==> src/rtl/weighted_rr_packet_arbiter.sv <==
// rtl/weighted_rr_packet_arbiter.sv - weighted round-robin arbiter with packet-locked registered grants
module weighted_rr_packet_arbiter #(
  parameter int REQUESTERS_QUANT = 4,
  parameter int WEIGHT_W         = 4,
  localparam int N   = REQUESTERS_QUANT,
  localparam int IDW = (REQUESTERS_QUANT > 1) ? $clog2(REQUESTERS_QUANT) : 1
) (
  input  logic                  clk,
  input  logic                  rst,
  input  logic [N-1:0]          req,
  input  logic [N*WEIGHT_W-1:0] weight,
  input  logic                  ack,
  input  logic                  last,
  output logic [N-1:0]          grants,
  output logic                  grant_valid,
  output logic [IDW-1:0]        grant_id
);

  typedef enum logic {ST_IDLE, ST_GRANT} state_t;

  state_t              state_q, state_d;
  logic [N-1:0]        grants_q, grants_d;
  logic [IDW-1:0]      id_q, id_d;
  logic [IDW-1:0]      ptr_q, ptr_d;
  logic [WEIGHT_W-1:0] credit_q, credit_d;

  logic [WEIGHT_W-1:0] weight_arr [N];
  logic [IDW-1:0]      arb_ptr;
  logic [IDW-1:0]      win_idx;
  logic                win_found;
  logic                do_arb;
  logic                pkt_done;
  int unsigned         scan_idx;

  for (genvar g = 0; g < N; g++) begin : g_weight
    assign weight_arr[g] = weight[g*WEIGHT_W +: WEIGHT_W];
  end

  // First set request scanning circularly from arb_ptr.
  always_comb begin
    win_found = 1'b0;
    win_idx   = '0;
    scan_idx  = 0;
    for (int i = 0; i < N; i++) begin
      scan_idx = 32'(arb_ptr) + 32'(i);
      if (scan_idx >= 32'(N)) scan_idx = scan_idx - 32'(N);
      if (!win_found && req[scan_idx]) begin
        win_found = 1'b1;
        win_idx   = IDW'(scan_idx);
      end
    end
  end

  always_comb begin
    state_d  = state_q;
    grants_d = grants_q;
    id_d     = id_q;
    ptr_d    = ptr_q;
    credit_d = credit_q;
    arb_ptr  = ptr_q;
    do_arb   = 1'b0;
    pkt_done = ack && last;

    case (state_q)
      ST_IDLE: do_arb = 1'b1;
      ST_GRANT: begin
        // Release on abandon (holder dropped req) or on the final packet of the turn.
        if (!req[id_q] || (pkt_done && credit_q == WEIGHT_W'(1))) begin
          arb_ptr = (32'(id_q) == N - 1) ? '0 : id_q + 1'b1;
          ptr_d   = arb_ptr;
          do_arb  = 1'b1;
        end else if (pkt_done) begin
          credit_d = credit_q - 1'b1;
        end
      end
      default: state_d = ST_IDLE;
    endcase

    if (do_arb) begin
      if (win_found) begin
        state_d           = ST_GRANT;
        grants_d          = '0;
        grants_d[win_idx] = 1'b1;
        id_d              = win_idx;
        credit_d          = (weight_arr[win_idx] == '0) ? WEIGHT_W'(1) : weight_arr[win_idx];
      end else begin
        state_d  = ST_IDLE;
        grants_d = '0;
        id_d     = '0;
      end
    end
  end

  always_ff @(posedge clk) begin
    if (rst) begin
      state_q  <= ST_IDLE;
      grants_q <= '0;
      id_q     <= '0;
      ptr_q    <= '0;
      credit_q <= '0;
    end else begin
      state_q  <= state_d;
      grants_q <= grants_d;
      id_q     <= id_d;
      ptr_q    <= ptr_d;
      credit_q <= credit_d;
    end
  end

  assign grants      = grants_q;
  assign grant_valid = |grants_q;
  assign grant_id    = id_q;

endmodule

==> config.mk <==
export PLATFORM = sky130hd
export DESIGN_NAME = weighted_rr_packet_arbiter
export DESIGN_NICKNAME = d
export VERILOG_FILES = /design/src/rtl/weighted_rr_packet_arbiter.sv
export SDC_FILE = /design/constraint.sdc
export NUM_CORES = 1
export LEC_CHECK = 0
export ABC_AREA = 0
export CAP_MARGIN = 20
export CORE_ASPECT_RATIO = 1.2
export CORE_MARGIN = 2
export CORE_UTILIZATION = 37
export DETAILED_ROUTE_END_ITERATION = 7
export HOLD_SLACK_MARGIN = 0.15
export PLACE_DENSITY = 0.71
export SYNTH_ARGS = -nofsm -noshare
export SYNTH_HDL_FRONTEND = slang
export SYNTH_SLANG_ARGS = --single-unit
==> constraint.sdc <==
create_clock -name clk -period 3.3 [get_ports clk]
set_input_delay 0.66 -clock clk [delete_from_list [all_inputs] [get_ports clk]]
set_output_delay 0.66 -clock clk [all_outputs]
set_load 0.02 [all_outputs]
==> results.txt, run 1 <==
final antenna-violating net count: 0
Clock Path Buffers: 2
ys flop type: dfxtp_1
DRC Markers: 0
Post-synth top cells: mux2i_1 (15), nor2_1 (15), dfxtp_1 (13)
worst slew pin tran: 0.507 ns
CP Max Fanout: 6
Critical Path Max Stage Delay: 0.47 ns
core box area: 2580 um^2
num rows: 20
Int Pwr: 414 uW
Starting Density: 39.7%
final core utilization: 58.8%
Leak: 0.615 nW
area leader, netlist: dfxtp_1
Sw Ratio: 35.7%
Clk pin slew, worst setup/hold paths: 0.08 ns
critical path's slowest cell: clkdlybuf4s50_1
total global routing overflow: 0
WL final: 2.59 mm
fin. max-slew vios: 0
min cycle time layout: 3.14 ns
first-pass GRT wire length: 4.04 mm
Post-synth EDFFs: 0
hold_buf cts: 0
synthesized flop and latch total: 13
Skew-Pair Late Insertion Delay: 0.27 ns
Final Hold Viols: 0
Gate Count Post-Synth: 115
NetSw: 230 uW
Routed WL per cell: 13.2 um
DR pass1 iterations: 4
Logic pwr share: 52.8%
synth top area cells: dfxtp_1 (25%), mux2i_1 (15%), nor2_1 (5.5%), ha_1 (3.7%), nand2_1 (3.7%)
cell-by-cell trace of the critical path: clkdlybuf4s50_1 > nand4b_1 > nor3b_4 > nor2_4 > buf_4 > mux2i_1 > a221o_1 > o211ai_4 > mux2i_1 > o311a_1 > a2111oi_2
Worst path most repeated cell: mux2i_1
synthesized area: 1020 um^2
GRT Total Usage: 17.1%
initial antenna violation count: 0
Max Clock Freq: 319 MHz
Clk pwr share: 14.9%
CTS Root Cell: clkbuf_4
critical path arrival: 3.31 ns
fin crit share: 95.1%
worst vdd ir: 0.000261 V
Final GP Congestion: 0.868
ANT cells: 0
vias in the first global route: 985
Flop pwr share: 32.3%
final setup vio count: 0
routed via count: 1053
Worst Hold Class: register to register
Async S/R FF share, synth: 0%
Die ar.: 3200 um^2
Via density: 5.37
I/O pins: 31
final worst clock skew: 0.00511 ns
Total Nets Final: 191
pwr/cell area: 425 nW/um^2
CP Capture Type: register
Slew HR: 66.1%
Max-Cap Viols: 0
DR iter-0 viols: 14
Seq/Total Area, Yosys: 25.4%
Worst Path Required: 3.47 ns
Synth cell types: 41
TNS Setup: 0 ns
largest net degree at the start of global routing: 14
post-synth net total: 142
dpl hpwl: 2.12 mm
status: finished clean
R2R cell count: 11
# clock sinks: 13
CTS tree: built
CP Launch Type: input port
Port Buffer Count: 30
area delta synth->final: 48.0%
Die H: 61.6 um
H-tree depth: 1
Syn. warnings: 0
RSZ-0062 raised after global routing: false
hold depth: 2
total CTS buffers: 3
share of cells above drive strength 1: 22.7%
DIE WIDTH: 52.0 um
Post-Syn Area per Cell: 8.90 um^2
Synth top area share: 25.4%
CP Class: input port to register
[layer usage]
layer / track usage, % / up-vias / part of all wire [%]
met4: 9.40 / 0 / 1.4
li1: - / 519 / -
met2: 33.8 / 34 / 56
met3: 1.70 / 2 / 3.5
met1: 17.4 / 498 / 40
met5: 0 / - / 0
[stage by stage]
stage | cell area, um^2 | worst slack (ns) | total power, mW | std cells | hold slack [ns]
after floorplan | 1020 | 0.340 | 0.408 | 115 | 0.466
after global placement | 1460 | -0.112 | 0.530 | 189 | 0.458
after detailed placement | 1460 | -0.205 | 0.541 | 189 | 0.468
after CTS | 1490 | 0.0825 | 0.636 | 193 | 0.479
after global routing | 1520 | 0.00371 | 0.690 | 196 | 0.547
final | 1520 | 0.162 | 0.645 | 196 | 0.480
[worst max-delay path: cells and delay by family]
| family | cells | cell delay (ns) |
|---|---|---|
| AOI/OAI and AO/OA | 4 | 1.11 |
| buffers and inverters | 2 | 0.62 |
| and+or+nand+nor | 3 | 0.64 |
| muxes | 2 | 0.29 |
[worst paths after layout]
check	endpoint	slack (ns)	startpoint
setup reg to reg	credit_q[0]$_SDFF_PP0_	0.41	credit_q[0]$_SDFF_PP0_
hold / removal	grants[3]$_SDFFE_PP0N_	0.48	grants[3]$_SDFFE_PP0N_
setup / recovery	credit_q[0]$_SDFF_PP0_	0.16	last
hold reg to reg	grants[3]$_SDFFE_PP0N_	0.48	grants[3]$_SDFFE_PP0N_
[kinds of logic (layout without fill, tap and decap cells)]
group | Yosys count | count (layout) | share of synthesized area [%]
muxes | 18 | 18 | 18.7
and+or+nand+nor | 43 | 43 | 22.5
DFF | 13 | 13 | 25.4
adders and majority gates | 3 | 3 | 3.67
xor gates and xnor gates | 2 | 2 | 1.71
AOI/OAI and AO/OA | 25 | 25 | 23.2
buffers and inverters | 11 | 59 | 4.77
[sequential cells by signal, indices dropped and copies added, names as in the netlist]
name      count
grants        4
ptr_q         2
state_q       1
credit_q      4
grant_id      2
[power groups by stage]
stage,Combinational (mW),Sequential [mW],Clock (mW)
after floorplan,0.191,0.217,0
after global placement,0.321,0.209,0
after detailed placement,0.329,0.211,0
after CTS,0.331,0.207,0.0977
after global routing,0.370,0.212,0.107
final,0.340,0.208,0.0961
[layout by cell type, fill, tap and decap left out, drive strengths merged, types with 3 or more instances in the layout]
master	instances
ha	3
inv	6
o21ai	3
a21oi	3
nor2	16
a211oi	3
dfxtp	13
clkbuf	4
buf	19
nand2	10
clkdlybuf4s50	30
mux2	3
mux2i	15
a22oi	4
[area by class of cell]
class	count	area, um^2
Sequential cell	13	260
Clock buffer	4	26.3
Inverter	6	22.5
Timing Repair Buffer	49	443
Tap cell	33	41.3
Multi-Input combinational cell	91	722
Fill cell	227	1060
[repair_timing]
item / 4_1_cts / 5_1_grt
resized for setup: 0 / 2
endpoints found under the setup margin: 0 / 1
buffers inserted: 0 / 3
Note: power is estimated with default switching activity, not from simulation.
==> inputs of run 2 (changes only) <==
CORE_UTILIZATION = 42   (was 37)
GPL_ROUTABILITY_DRIVEN = 1   (was unset)
PLACE_DENSITY = 0.82   (was 0.71)
clock period = 2.7 ns   (was 3.3 ns; I/O delays follow)
==> run 2 against run 1 <==
Net effect:
- the run now ends with negative setup slack left
- setup slack worse by 0.32 ns
- critical path depth is 3 higher
- sequential power is 22% higher
- routed wire length is 27% higher
- non-clock buffer count is 11 higher
- design area is 7.2% higher
- die area is 11% lower
- combinational power is 44% higher
- register-to-register slack worse by 0.57 ns
- largest power group unchanged
==> results.txt, run 2 (synthesis gave the netlist of run 1 again) <==
Skew-Pair Late Insertion Delay: 0.29 ns (was 0.27 ns)
min setup slack post-route: -0.157 ns (was 0.162 ns)
status: complete, but fails checks (was finished clean)
Worst Hold Class: register to register (unchanged)
min cycle time layout: 2.86 ns
area occupied by multi-input gates: 751 um^2 (was 722 um^2)
Setup WS pre-CTS: -0.673 ns (was -0.205 ns)
Leak: 0.678 nW (was 0.615 nW)
Total Nets Final: 202 (was 191)
first-pass GRT wire length: 5.08 mm (was 4.04 mm)
total power: 875 uW (was 645 uW)
Clk pwr share: 15.2% (was 14.9%)
# clock sinks: 13 (unchanged)
Flop pwr share: 28.9% (was 32.3%)
fin. max-slew vios: 0 (unchanged)
WL final: 3.28 mm (was 2.59 mm)
DRC Markers: 0 (unchanged)
Die H: 58.1 um (was 61.6 um)
final worst clock skew: 0.00165 ns (was 0.00511 ns)
CP Capture Type: register (unchanged)
area delta synth->final: 58.7% (was 48.0%)
Max Clock Freq: 350 MHz
Final Hold Viols: 0 (unchanged)
GRT Total Usage: 23.4% (was 17.1%)
pwr/cell area: 539 nW/um^2 (was 425 nW/um^2)
vias in the first global route: 1137 (was 985)
critical path arrival: 3.06 ns (was 3.31 ns)
largest net degree at the start of global routing: 14 (unchanged)
fillers: 195 (was 227)
CP Max Fanout: 5 (was 6)
Clock Path Buffers: 2 (unchanged)
total CTS buffers: 3 (unchanged)
Clk pin slew, worst setup/hold paths: 0.09 ns (was 0.08 ns)
Via density: 5.40 (was 5.37)
routed via count: 1107 (was 1053)
core box area: 2310 um^2 (was 2580 um^2)
Logic pwr share: 55.9% (was 52.8%)
H-tree depth: 1 (unchanged)
total global routing overflow: 0 (unchanged)
Port Buffer Count: 30 (unchanged)
Worst Path Required: 2.90 ns (was 3.47 ns)
initial antenna violation count: 0 (unchanged)
final setup vio count: 4 (was 0)
DR iter-0 viols: 17 (was 14)
Slew HR: 63.6% (was 66.1%)
most frequent cells in the layout: buf_4 (29), clkdlybuf4s50_1 (24), nor2_1 (15), mux2i_1 (11) (was clkdlybuf4s50_1 (30), buf_4 (19), nor2_1 (15), mux2i_1 (14), dfxtp_1 (13))
worst vdd ir: 0.000426 V (was 0.000261 V)
CTS tree: built (unchanged)
final core utilization: 70.4% (was 58.8%)
Reg2Reg Setup Slack: -0.16 ns (was 0.41 ns)
CTS Root Cell: clkbuf_4 (unchanged)
num rows: 19 (was 20)
Sw Ratio: 37.8% (was 35.7%)
Die ar.: 2850 um^2 (was 3200 um^2)
failing checks: negative setup slack
CP Class: register to register (was input port to register)
Max-Cap Viols: 0 (unchanged)
most common cell after layout, fill and taps aside: buf_4 (was clkdlybuf4s50_1)
NetSw: 331 uW (was 230 uW)
I/O pins: 31 (unchanged)
Starting Density: 44.4% (was 39.7%)
Routed WL per cell: 16.0 um (was 13.2 um)
CP Launch Type: register (was input port)
Final GP Congestion: 0.894 (was 0.868)
DR pass1 iterations: 4 (unchanged)
dpl hpwl: 2.45 mm (was 2.12 mm)
RSZ-0062 raised after global routing: true (was false)
share of cells above drive strength 1: 31.6% (was 22.7%)
ANT cells: 0 (unchanged)
fin crit share: 106%
Seq. cell area: 264 um^2 (was 260 um^2)
Int Pwr: 545 uW (was 414 uW)
worst slew pin tran: 0.544 ns (was 0.507 ns)
DIE WIDTH: 49.1 um (was 52.0 um)
final antenna-violating net count: 0 (unchanged)
## run 2: changes by cell type in the layout (fill, tap and decap cells not counted), moves of 3 or more
cell	previous run	this run
buf_4	19	29
clkdlybuf4s50_1	30	24
dlygate4sd2_1	0	6
mux2i_1	14	11
dfxtp_1	13	10
dfxtp_2	0	3
## run 2: worst max-delay path, stage by stage, from the launching register on
cell      delay, ns
dfxtp_2        0.33
inv_2          0.07
ha_4           0.11
nand4b_1       0.16
nor3b_4        0.35
nor2_4         0.09
buf_4          0.15
mux2i_1        0.14
a221o_1        0.41
o211ai_4       0.14
mux2i_2        0.30
buf_4          0.15
buf_4          0.10
nor2_1         0.04
a211oi_1       0.22
## run 2: per-stage QoR
stage / hold slack [ns] / cell area [um^2] / instances / setup TNS [ns]
floorplan: 0.466 / 1030 / 115 / -0.0529
global placement: 0.452 / 1510 / 194 / -3.07
detailed placement: 0.478 / 1510 / 194 / -3.84
CTS: 0.489 / 1610 / 204 / -0.206
global route: 0.531 / 1620 / 205 / -0.974
finish: 0.488 / 1620 / 205 / -0.287
## run 2: power groups by stage
| stage | Clock [mW] | Combinational [mW] | Sequential [mW] |
|---|---|---|---|
| after CTS | 0.130 | 0.477 | 0.252 |
| after floorplan | 0 | 0.237 | 0.265 |
| after detailed placement | 0 | 0.447 | 0.253 |
| final | 0.133 | 0.490 | 0.253 |
| after global routing | 0.138 | 0.521 | 0.257 |
| after global placement | 0 | 0.429 | 0.251 |
## run 2: layout make-up
type | count | area share (%)
timing repair buffer | 60 | 32.1
inverter | 6 | 1.39
tap | 31 | 2.39
sequential | 13 | 16.3
clock buffer | 4 | 1.62
multi-input combinational | 91 | 46.2
## run 2: path summary, 6_finish.rpt
| path | depth (start not counted) | startpoint | end |
|---|---|---|---|
| min reg2reg | 2 | grants[3]$_SDFFE_PP0N_ | grants[3]$_SDFFE_PP0N_ |
| max reg2reg | 14 | credit_q[1]$_SDFF_PP0_ | credit_q[2]$_SDFF_PP0_ |
| min | 2 | grants[3]$_SDFFE_PP0N_ | grants[3]$_SDFFE_PP0N_ |
| max | 14 | credit_q[1]$_SDFF_PP0_ | credit_q[2]$_SDFF_PP0_ |
## run 2: what timing repair did
item,CTS,global route
hold buffers,0,0
setup buffers,6,1
pin swaps,4,4
endpoints found under the setup margin,7,6
gates resized for setup,15,1
## run 2: routing by layer
layer,wire length (um),global-route usage (%),part of all wire (%),vias up
met5,0,0,0,-
met4,51,8.57,1.6,0
met3,149,2.84,4.5,6
met2,1830,47.3,56,43
met1,1250,24.1,38,517
li1,-,-,-,541
==> inputs of run 3 (changes only) <==
CORE_MARGIN = unset   (was 2)
==> run 3 against run 2 <==
Net effect:
- the run still ends with negative setup slack left
- sequential cell count did not move
- maximum frequency is 5.0% lower
- global-route usage increased by 2.5 points
- register-to-register slack worse by 0.15 ns
- utilization rose by 0.87 points
- sequential share of layout area down 0.20 points
- clock skew fell by 0.00088 ns
- sequential power is essentially flat
- largest cell class unchanged
- critical endpoint is now credit_q[0]$_SDFF_PP0_
==> results.txt, run 3 (synthesis gave the netlist of run 1 again) <==
most common cell after layout, fill and taps aside: buf_4 (unchanged)
Worst Path Required: 2.87 ns (was 2.90 ns)
Max Clock Freq: 333 MHz (was 350 MHz)
final core utilization: 71.3% (was 70.4%)
fillers: 187 (was 195)
hold_buf cts: 0 (unchanged)
critical path arrival: 3.18 ns (was 3.06 ns)
area delta synth->final: 60.6% (was 58.7%)
core box area: 2310 um^2 (unchanged)
Skew-Pair Late Insertion Delay: 0.27 ns (was 0.29 ns)
Crit path max-delay family: compound AO/OA/AOI/OAI gates (unchanged)
hold depth: 2 (unchanged)
fin crit share: 111% (was 106%)
DIE WIDTH: 47.1 um (was 49.1 um)
Clock Path Buffers: 2 (unchanged)
initial antenna violation count: 0 (unchanged)
area occupied by multi-input gates: 759 um^2 (was 751 um^2)
worst slew pin tran: 0.594 ns (was 0.544 ns)
Routed WL per cell: 15.8 um (was 16.0 um)
CP Capture Type: register (unchanged)
final setup vio count: 5 (was 4)
Port Buffer Count: 30 (unchanged)
worst vdd ir: 0.000475 V (was 0.000426 V)
cell-by-cell trace of the critical path: inv_2 > ha_4 > nand4b_1 > nor3b_4 > buf_4 > a211o_2 > nand2_2 > a221oi_2 > buf_4 > mux2i_1 > mux2i_1 > o311a_1 > a2111oi_4 (was inv_2 > ha_4 > nand4b_1 > nor3b_4 > nor2_4 > buf_4 > mux2i_1 > a221o_1 > o211ai_4 > mux2i_2 > buf_4 > buf_4 > nor2_1 > a211oi_1)
total CTS buffers: 3 (unchanged)
first-pass GRT wire length: 5.00 mm (was 5.08 mm)
routed via count: 1139 (was 1107)
WL final: 3.26 mm (was 3.28 mm)
CP Class: register to register (unchanged)
design area: 1640 um^2 (was 1620 um^2)
Total Nets Final: 203 (was 202)
Clk pin slew, worst setup/hold paths: 0.08 ns (was 0.09 ns)
pwr/cell area: 538 nW/um^2 (was 539 nW/um^2)
H-tree depth: 1 (unchanged)
Via density: 5.53 (was 5.40)
CP Max Fanout: 8 (was 5)
critical path's slowest cell: o311a_1 (was a221o_1)
CTS tree: built (unchanged)
final worst clock skew: 0.000770 ns (was 0.00165 ns)
CTS Root Cell: clkbuf_4 (unchanged)
Final Hold Viols: 0 (unchanged)
largest net degree at the start of global routing: 14 (unchanged)
failing checks: negative setup slack (unchanged)
most frequent cells in the layout: buf_4 (29), clkdlybuf4s50_1 (24), nor2_1 (13), mux2i_1 (13), dfxtp_1 (10) (was buf_4 (29), clkdlybuf4s50_1 (24), nor2_1 (15), mux2i_1 (11))
CP Launch Type: register (unchanged)
R2R cell count: 13 (was 14)
CP Depth: 13 (was 14)
GRT Total Usage: 25.9% (was 23.4%)
DP Cell Count: 194 (unchanged)
total global routing overflow: 0 (unchanged)
DRC Markers: 0 (unchanged)
vias in the first global route: 1169 (was 1137)
placed cell areas: 1510 um^2 (unchanged)
ANT cells: 0 (unchanged)
final antenna-violating net count: 0 (unchanged)
Final GP Congestion: 0.867 (was 0.894)
Setup WS pre-CTS: -0.648 ns (was -0.673 ns)
DR iter-0 viols: 40 (was 17)
Max-Cap Viols: 0 (unchanged)
Slew HR: 60.3% (was 63.6%)
Die ar.: 2640 um^2 (was 2850 um^2)
Seq. cell area: 264 um^2 (unchanged)
fin. max-slew vios: 0 (unchanged)
Critical Path Max Stage Delay: 0.39 ns (was 0.41 ns)
Leak: 0.689 nW (was 0.678 nW)
I/O pins: 31 (unchanged)
WP buf/inv: 3 (was 4)
min cycle time layout: 3.01 ns (was 2.86 ns)
status: complete, but fails checks (unchanged)
Worst Hold Class: register to register (unchanged)
Die H: 56.1 um (was 58.1 um)
DR pass1 iterations: 4 (unchanged)
min setup slack post-route: -0.307 ns (was -0.157 ns)
num rows: 19 (unchanged)
share of cells above drive strength 1: 33.1% (was 31.6%)
dpl hpwl: 2.33 mm (was 2.45 mm)
RSZ-0062 raised after global routing: true (unchanged)
filler-free cell count of the finished design: 206 (was 205)
# clock sinks: 13 (unchanged)
Starting Density: 44.4% (unchanged)
==> run 3: path summary, 6_finish.rpt <==
kind	start	to	slack [ns]
hold reg to reg	grants[3]$_SDFFE_PP0N_	grants[3]$_SDFFE_PP0N_	0.48
setup reg to reg	credit_q[1]$_SDFF_PP0_	credit_q[0]$_SDFF_PP0_	-0.31
setup / recovery	credit_q[1]$_SDFF_PP0_	credit_q[0]$_SDFF_PP0_	-0.31
hold / removal	grants[3]$_SDFFE_PP0N_	grants[3]$_SDFFE_PP0N_	0.48
==> run 3: power by group <==
part | total (mW) | internal (mW) | switching, mW
Sequential | 0.253 | 0.222 | 0.0307
Combinational | 0.508 | 0.275 | 0.233
Clock | 0.124 | 0.0572 | 0.0669
Total | 0.885 | 0.554 | 0.331
==> run 3: layer usage <==
metal  global-route usage (%)  part of all wire, %  wire length, um
met5                        0                    0                0
met1                     29.2                   37             1200
met4                     10.2                  3.0               99
met3                     3.25                  5.6              184
met2                     46.0                   55             1780
==> run 3: worst min-delay path: cells and delay by family (launching register included) <==
family           cells  cell delay (ns)
flip-flops           1             0.33
AND/OR/NAND/NOR      1             0.06
AO/OA/AOI/OAI        1             0.05
==> run 3: cell type report <==
class                           instances  share of cell area [%]
Sequential cell                        13                    16.1
Tap cell                               31                    2.36
Clock buffer                            4                    1.60
Timing Repair Buffer                   61                    32.4
Inverter                                6                    1.37
Multi-Input combinational cell         91                    46.2
==> run 3: through the flow <==
stage / total power [mW] / TNS [ns] / hold slack, ns
finish: 0.885 / -0.767 / 0.482
global route: 0.933 / -1.67 / 0.548
global placement: 0.676 / -3.04 / 0.452
CTS: 0.838 / -0.302 / 0.482
floorplan: 0.502 / -0.0529 / 0.466
detailed placement: 0.695 / -3.83 / 0.471
==> run 3: what timing repair did <==
item | 4_1_cts | 5_1_grt
setup buffers | 5 | 3
setup endpoints to repair | 7 | 7
pin swaps | 8 | 6
gates resized for setup | 12 | 7
==> patch 1 (config.mk and constraints of run 2) <==
Change the parameter `REQUESTERS_QUANT` from 4 to 2.
--- a/src/rtl/weighted_rr_packet_arbiter.sv
+++ b/src/rtl/weighted_rr_packet_arbiter.sv
@@ -1,6 +1,6 @@
 // rtl/weighted_rr_packet_arbiter.sv - weighted round-robin arbiter with packet-locked registered grants
 module weighted_rr_packet_arbiter #(
-  parameter int REQUESTERS_QUANT = 4,
+  parameter int REQUESTERS_QUANT = 2,
   parameter int WEIGHT_W         = 4,
   localparam int N   = REQUESTERS_QUANT,
   localparam int IDW = (REQUESTERS_QUANT > 1) ? $clog2(REQUESTERS_QUANT) : 1
Ports: changed (resized grant_id, grants, req and weight); port bits go from 31 to 18. No check against the original RTL was run, so the function may have changed too.
==> patch 1 against run 2 <==
Design area decreased by 52%; sequential power decreased by 44%; synthesized area decreased by 43%; sequential share of layout area increased by 4.1 points; power decreased by 62%; setup slack improved by 0.83 ns; hold slack got worse by 0.0035 ns; sequential cell count decreased by 5; first-iteration DRC count decreased by 88%; routed wire length decreased by 64%; critical path type is now in2reg; largest cell class unchanged.
==> patch 1: results (changes against run 2) <==
stage	metric	value	unit	change
synthesis	Distinct cells, synth	29		-29%
synthesis	top cells by area, synth	dfxtp_1 28%, mux2i_1 6.9%, a211oi_1 5.2%		
synthesis	commonest cells in the netlist	8 x dfxtp_1, 5 x nand2_1, 5 x nor2_1		
place	dpl cell area	764	um^2	-50%
synthesis	Synth Register Bits	8		-5
clock_network	H-tree depth	1		unchanged
global_route	vias in the first global route	531		-53%
min_path	Worst Hold Launch	ptr_q		
cells_and_area	ANT cells	0		unchanged
detailed_routing	vias per cell	5.37		-0.56%
detailed_routing	DRT iter0 DRCs	2		-15
cells_and_area	layout cells sized above 1	0.143		-0.173
power	P_leak	0.329	nW	-52%
clock_network	deepest clock path buffer count	2		unchanged
worst_setup_path	Worst Setup SP	ack		
synthesis	syn nets	81		-43%
global_route	initial antenna violation count	0		unchanged
worst_setup_path	Reg2Reg Launch Point	credit_q[1]		
timing	Rel. slew slack	0.788		+0.151
clock_network	total CTS buffers	3		unchanged
synthesis	adder and majority gate portion of the synthesized area	0.0430		+0.00634
detailed_routing	final wirelength	1200	um	-64%
cells_and_area	# fillers	116		-41%
clock_network	Post-CTS Setup Inserts	0		-6
worst_setup_path	crit path max fanout	7		+2
global_route	first-pass GRT wire length	2070	um	-59%
synthesis	post-synthesis xor/xnor area fraction	0		-0.0171
global_route	largest net degree at the start of global routing	8		-6
synthesis	FFs w/ async S/R, synth	0		unchanged
place	routability cong.	0.800		-11%
cells_and_area	fin nets	102		-50%
timing	Setup Skew	0.00444	ns	+0.00279 ns
synthesis	Synth Warn #	0		unchanged
cells_and_area	max reg flops	4		
synthesis	mux contribution to synthesized area	0.114		-0.0731
detailed_routing	drt first pass iters	3		-1
global_route	GR Util All Layers	0.170		-0.0641
cells_and_area	Most flops, register	credit_q		
synthesis	post-synthesis sequential area ratio	0.275		+0.0210
min_path	Hold WC Path Type	reg2reg		
place	I/O Buffers	17		-43%
power	peak supply drop	290	uV	-32%
run_status	status	finished, final reports clean		
synthesis	Compound-Gate Fraction of Synth Area	0.241		+0.00859
clock_network	clock root cell	clkbuf_4		
place	DPL Wire Length	998	um	-59%
clock_network	Clock transition at path regs	0.05	ns	-0.04 ns
clock_network	later-pin clock latency in the skew report	0.25	ns	-0.04 ns
clock_network	Resized cells post-CTS	0		-15
[patch 1: cell count changes after synthesis, moves of 3 or more]
cell / before / now
nor2_1: 15 / 5
dfxtp_1: 13 / 8
clkbuf_1: 4 / 0
nand2_1: 10 / 5
inv_1: 6 / 3
a22oi_1: 4 / 0
nand4_1: 0 / 3
mux2i_1: 15 / 4
[patch 1: kinds of logic after synthesis]
family / Yosys count
and+or+nand+nor: 27
AOI/OAI and AO/OA: 18
DFF: 8
muxes: 6
buffers and inverters: 4
adders and majority gates: 2
[patch 1: layout make-up]
cell class | count | area share
multi-input cells | 53 | 0.512
flip-flops and latches | 8 | 0.203
inverters | 3 | 0.0143
repair buffers | 17 | 0.216
well taps | 16 | 0.0254
clock buffers | 3 | 0.0286
[patch 1: where the power goes]
group	leakage (nW)	total (mW)	switching [mW]	internal, mW
clock network	0.0138	0.0876	0.0370	0.0506
logic	0.248	0.104	0.0477	0.0559
registers	0.0665	0.141	0.0120	0.129
total	0.329	0.332	0.0967	0.236
[patch 1: final timing paths]
check | endpoint | slack, ns | depth (start not counted)
setup / recovery | credit_q[0] | 0.67 | 6
hold / removal | ptr_q | 0.48 | 2
setup reg to reg | credit_q[0] | 0.81 | 7
hold reg to reg | ptr_q | 0.48 | 2
[patch 1: stage by stage]
stage	hold slack, ns	std cells	setup slack (ns)	utilization
detailed placement	0.472	97	0.394	0.598
floorplan	0.449	65	1.04	-
CTS	0.483	100	0.671	0.615
finish	0.485	100	0.673	0.615
global placement	0.474	97	0.460	0.598
global route	0.534	100	0.550	0.615
[patch 1: worst max-delay path: stages]
cell and delay (ns):
clkdlybuf4s50_1 0.53, nand4b_4 0.16, o211ai_2 0.32, o21a_1 0.29
nor4b_2 0.26, nor4_2 0.06
[patch 1: layer usage]
layer  share of wire  up-vias  track usage
met4           0.021        0        0.107
met2            0.52       12        0.283
met3           0.028        4       0.0148
li1                -      287            -
met5               0        -            0
met1            0.43      234        0.207
==> patch 2 (config.mk and constraints of run 2) <==
Without the edit above. Make the reset (`rst`) asynchronous in one clocked block.
--- a/src/rtl/weighted_rr_packet_arbiter.sv
+++ b/src/rtl/weighted_rr_packet_arbiter.sv
@@ -91,7 +91,7 @@
     end
   end
 
-  always_ff @(posedge clk) begin
+  always_ff @(posedge clk or posedge rst) begin
     if (rst) begin
       state_q  <= ST_IDLE;
       grants_q <= '0;
Behaviour: differs if rst is asserted again (counterexample within 4 cycles, from zero or initial values and one cycle with rst high); with rst held inactive, the same outputs for 10 cycles.
==> patch 2 against run 2 <==
Routed wire length shrank 3.9%; maximum frequency grew 6.2%; sequential cell count is the same; synthesized area grew 4.9%; non-clock buffer count grew 3; die area grew 4.5%; design area grew 7.9%; setup slack gained 0.17 ns; largest cell class unchanged; highest routed layer unchanged.
Power is not compared: it rests on default switching activity, and its combinational part moved more than twofold at a synthesized area within 25%.
==> patch 2: results (changes against run 2) <==
stage	metric	value	unit	change
global_route	first-pass GRT wire length	5240	um	+3.3%
synthesis	top cells by area, synth	dfrtp_1 30%, mux2i_1 6.5%, o21ai_0 4.7%		
worst_setup_path	worst r2r path cells	9		-5
detailed_routing	DRT iter0 DRCs	32		+15
timing	upper clock frequency limit	372	MHz	+6.2%
detailed_routing	metal3 WL	176	um	+18%
global_route	vias in the first global route	1252		+10%
cells_and_area	area of the multi-input gates	763	um^2	+1.7%
synthesis	FFs w/ async S/R, synth	1.00		+1.00
worst_setup_path	Arrival @ worst endpoint	2.90	ns	-0.16 ns
global_route	GR Util All Layers	0.234		about the same
worst_setup_path	Worst R2R End	credit_q[0]		
global_route	met3 usage in global routing	0.0227		-0.00562
synthesis	Post-Synthesis Cells	123		+7.0%
detailed_routing	Post-Route M1 WL	1250	um	-0.24%
cells_and_area	fin cells	220		+7.3%
cells_and_area	invs w/o clock	13		+7
worst_setup_path	crit path max fanout	4		-1
cells_and_area	layout cells sized above 1	0.353		+0.0368
synthesis	syn nets	150		+5.6%
place	dpl cells	212		+9.3%
cells_and_area	multi-input combinational area share	0.436		-0.0265
place	worst slack, placed	-0.400	ns	+0.273 ns
floorplan	tap cells	33		+6.5%
place	DPL Wire Length	2420	um	-1.2%
place	dpl cell area	0.00161	mm^2	+6.4%
timing	hold slack	0.507	ns	+0.0192 ns
synthesis	post-synthesis sequential area ratio	0.303		+0.0488
detailed_routing	Via Count	1235		+12%
cells_and_area	Seq area share	0.187		+0.0246
cells_and_area	# fillers	191		-2.1%
run_status	status	finished, final reports clean		
-- patch 2: cell count changes in the layout (fill, tap and decap cells not counted), moves of 5 or more --
cell,before,now
dfrtp_1,0,11
nor2_1,15,7
mux2i_1,11,6
dfxtp_1,10,0
inv_1,5,12
-- patch 2: where the power goes --
part / switching, mW / total, mW / internal, mW
Clock: 0.0649 / 0.122 / 0.0572
Combinational: 0.718 / 1.52 / 0.798
Sequential: 0.0789 / 0.362 / 0.283
Total: 0.862 / 2.00 / 1.14
-- patch 2: repair_timing --
item	4_1_cts	5_1_grt
gates resized for setup	14	18
endpoints found under the setup margin	2	4
pin swaps	9	12
buffers inserted	4	1
-- patch 2: kinds of logic (layout without fill, tap and decap cells) --
family          count (synthesis)  count (layout)  share of synthesized area
compound gates                 41              41                      0.282
xor+xnor                        3               3                     0.0245
simple gates                   40              40                      0.211
flops                          13              13                      0.303
fa+ha+maj                       3               3                     0.0350
buf+inv                        16              80                     0.0793
mux                             7               7                     0.0653
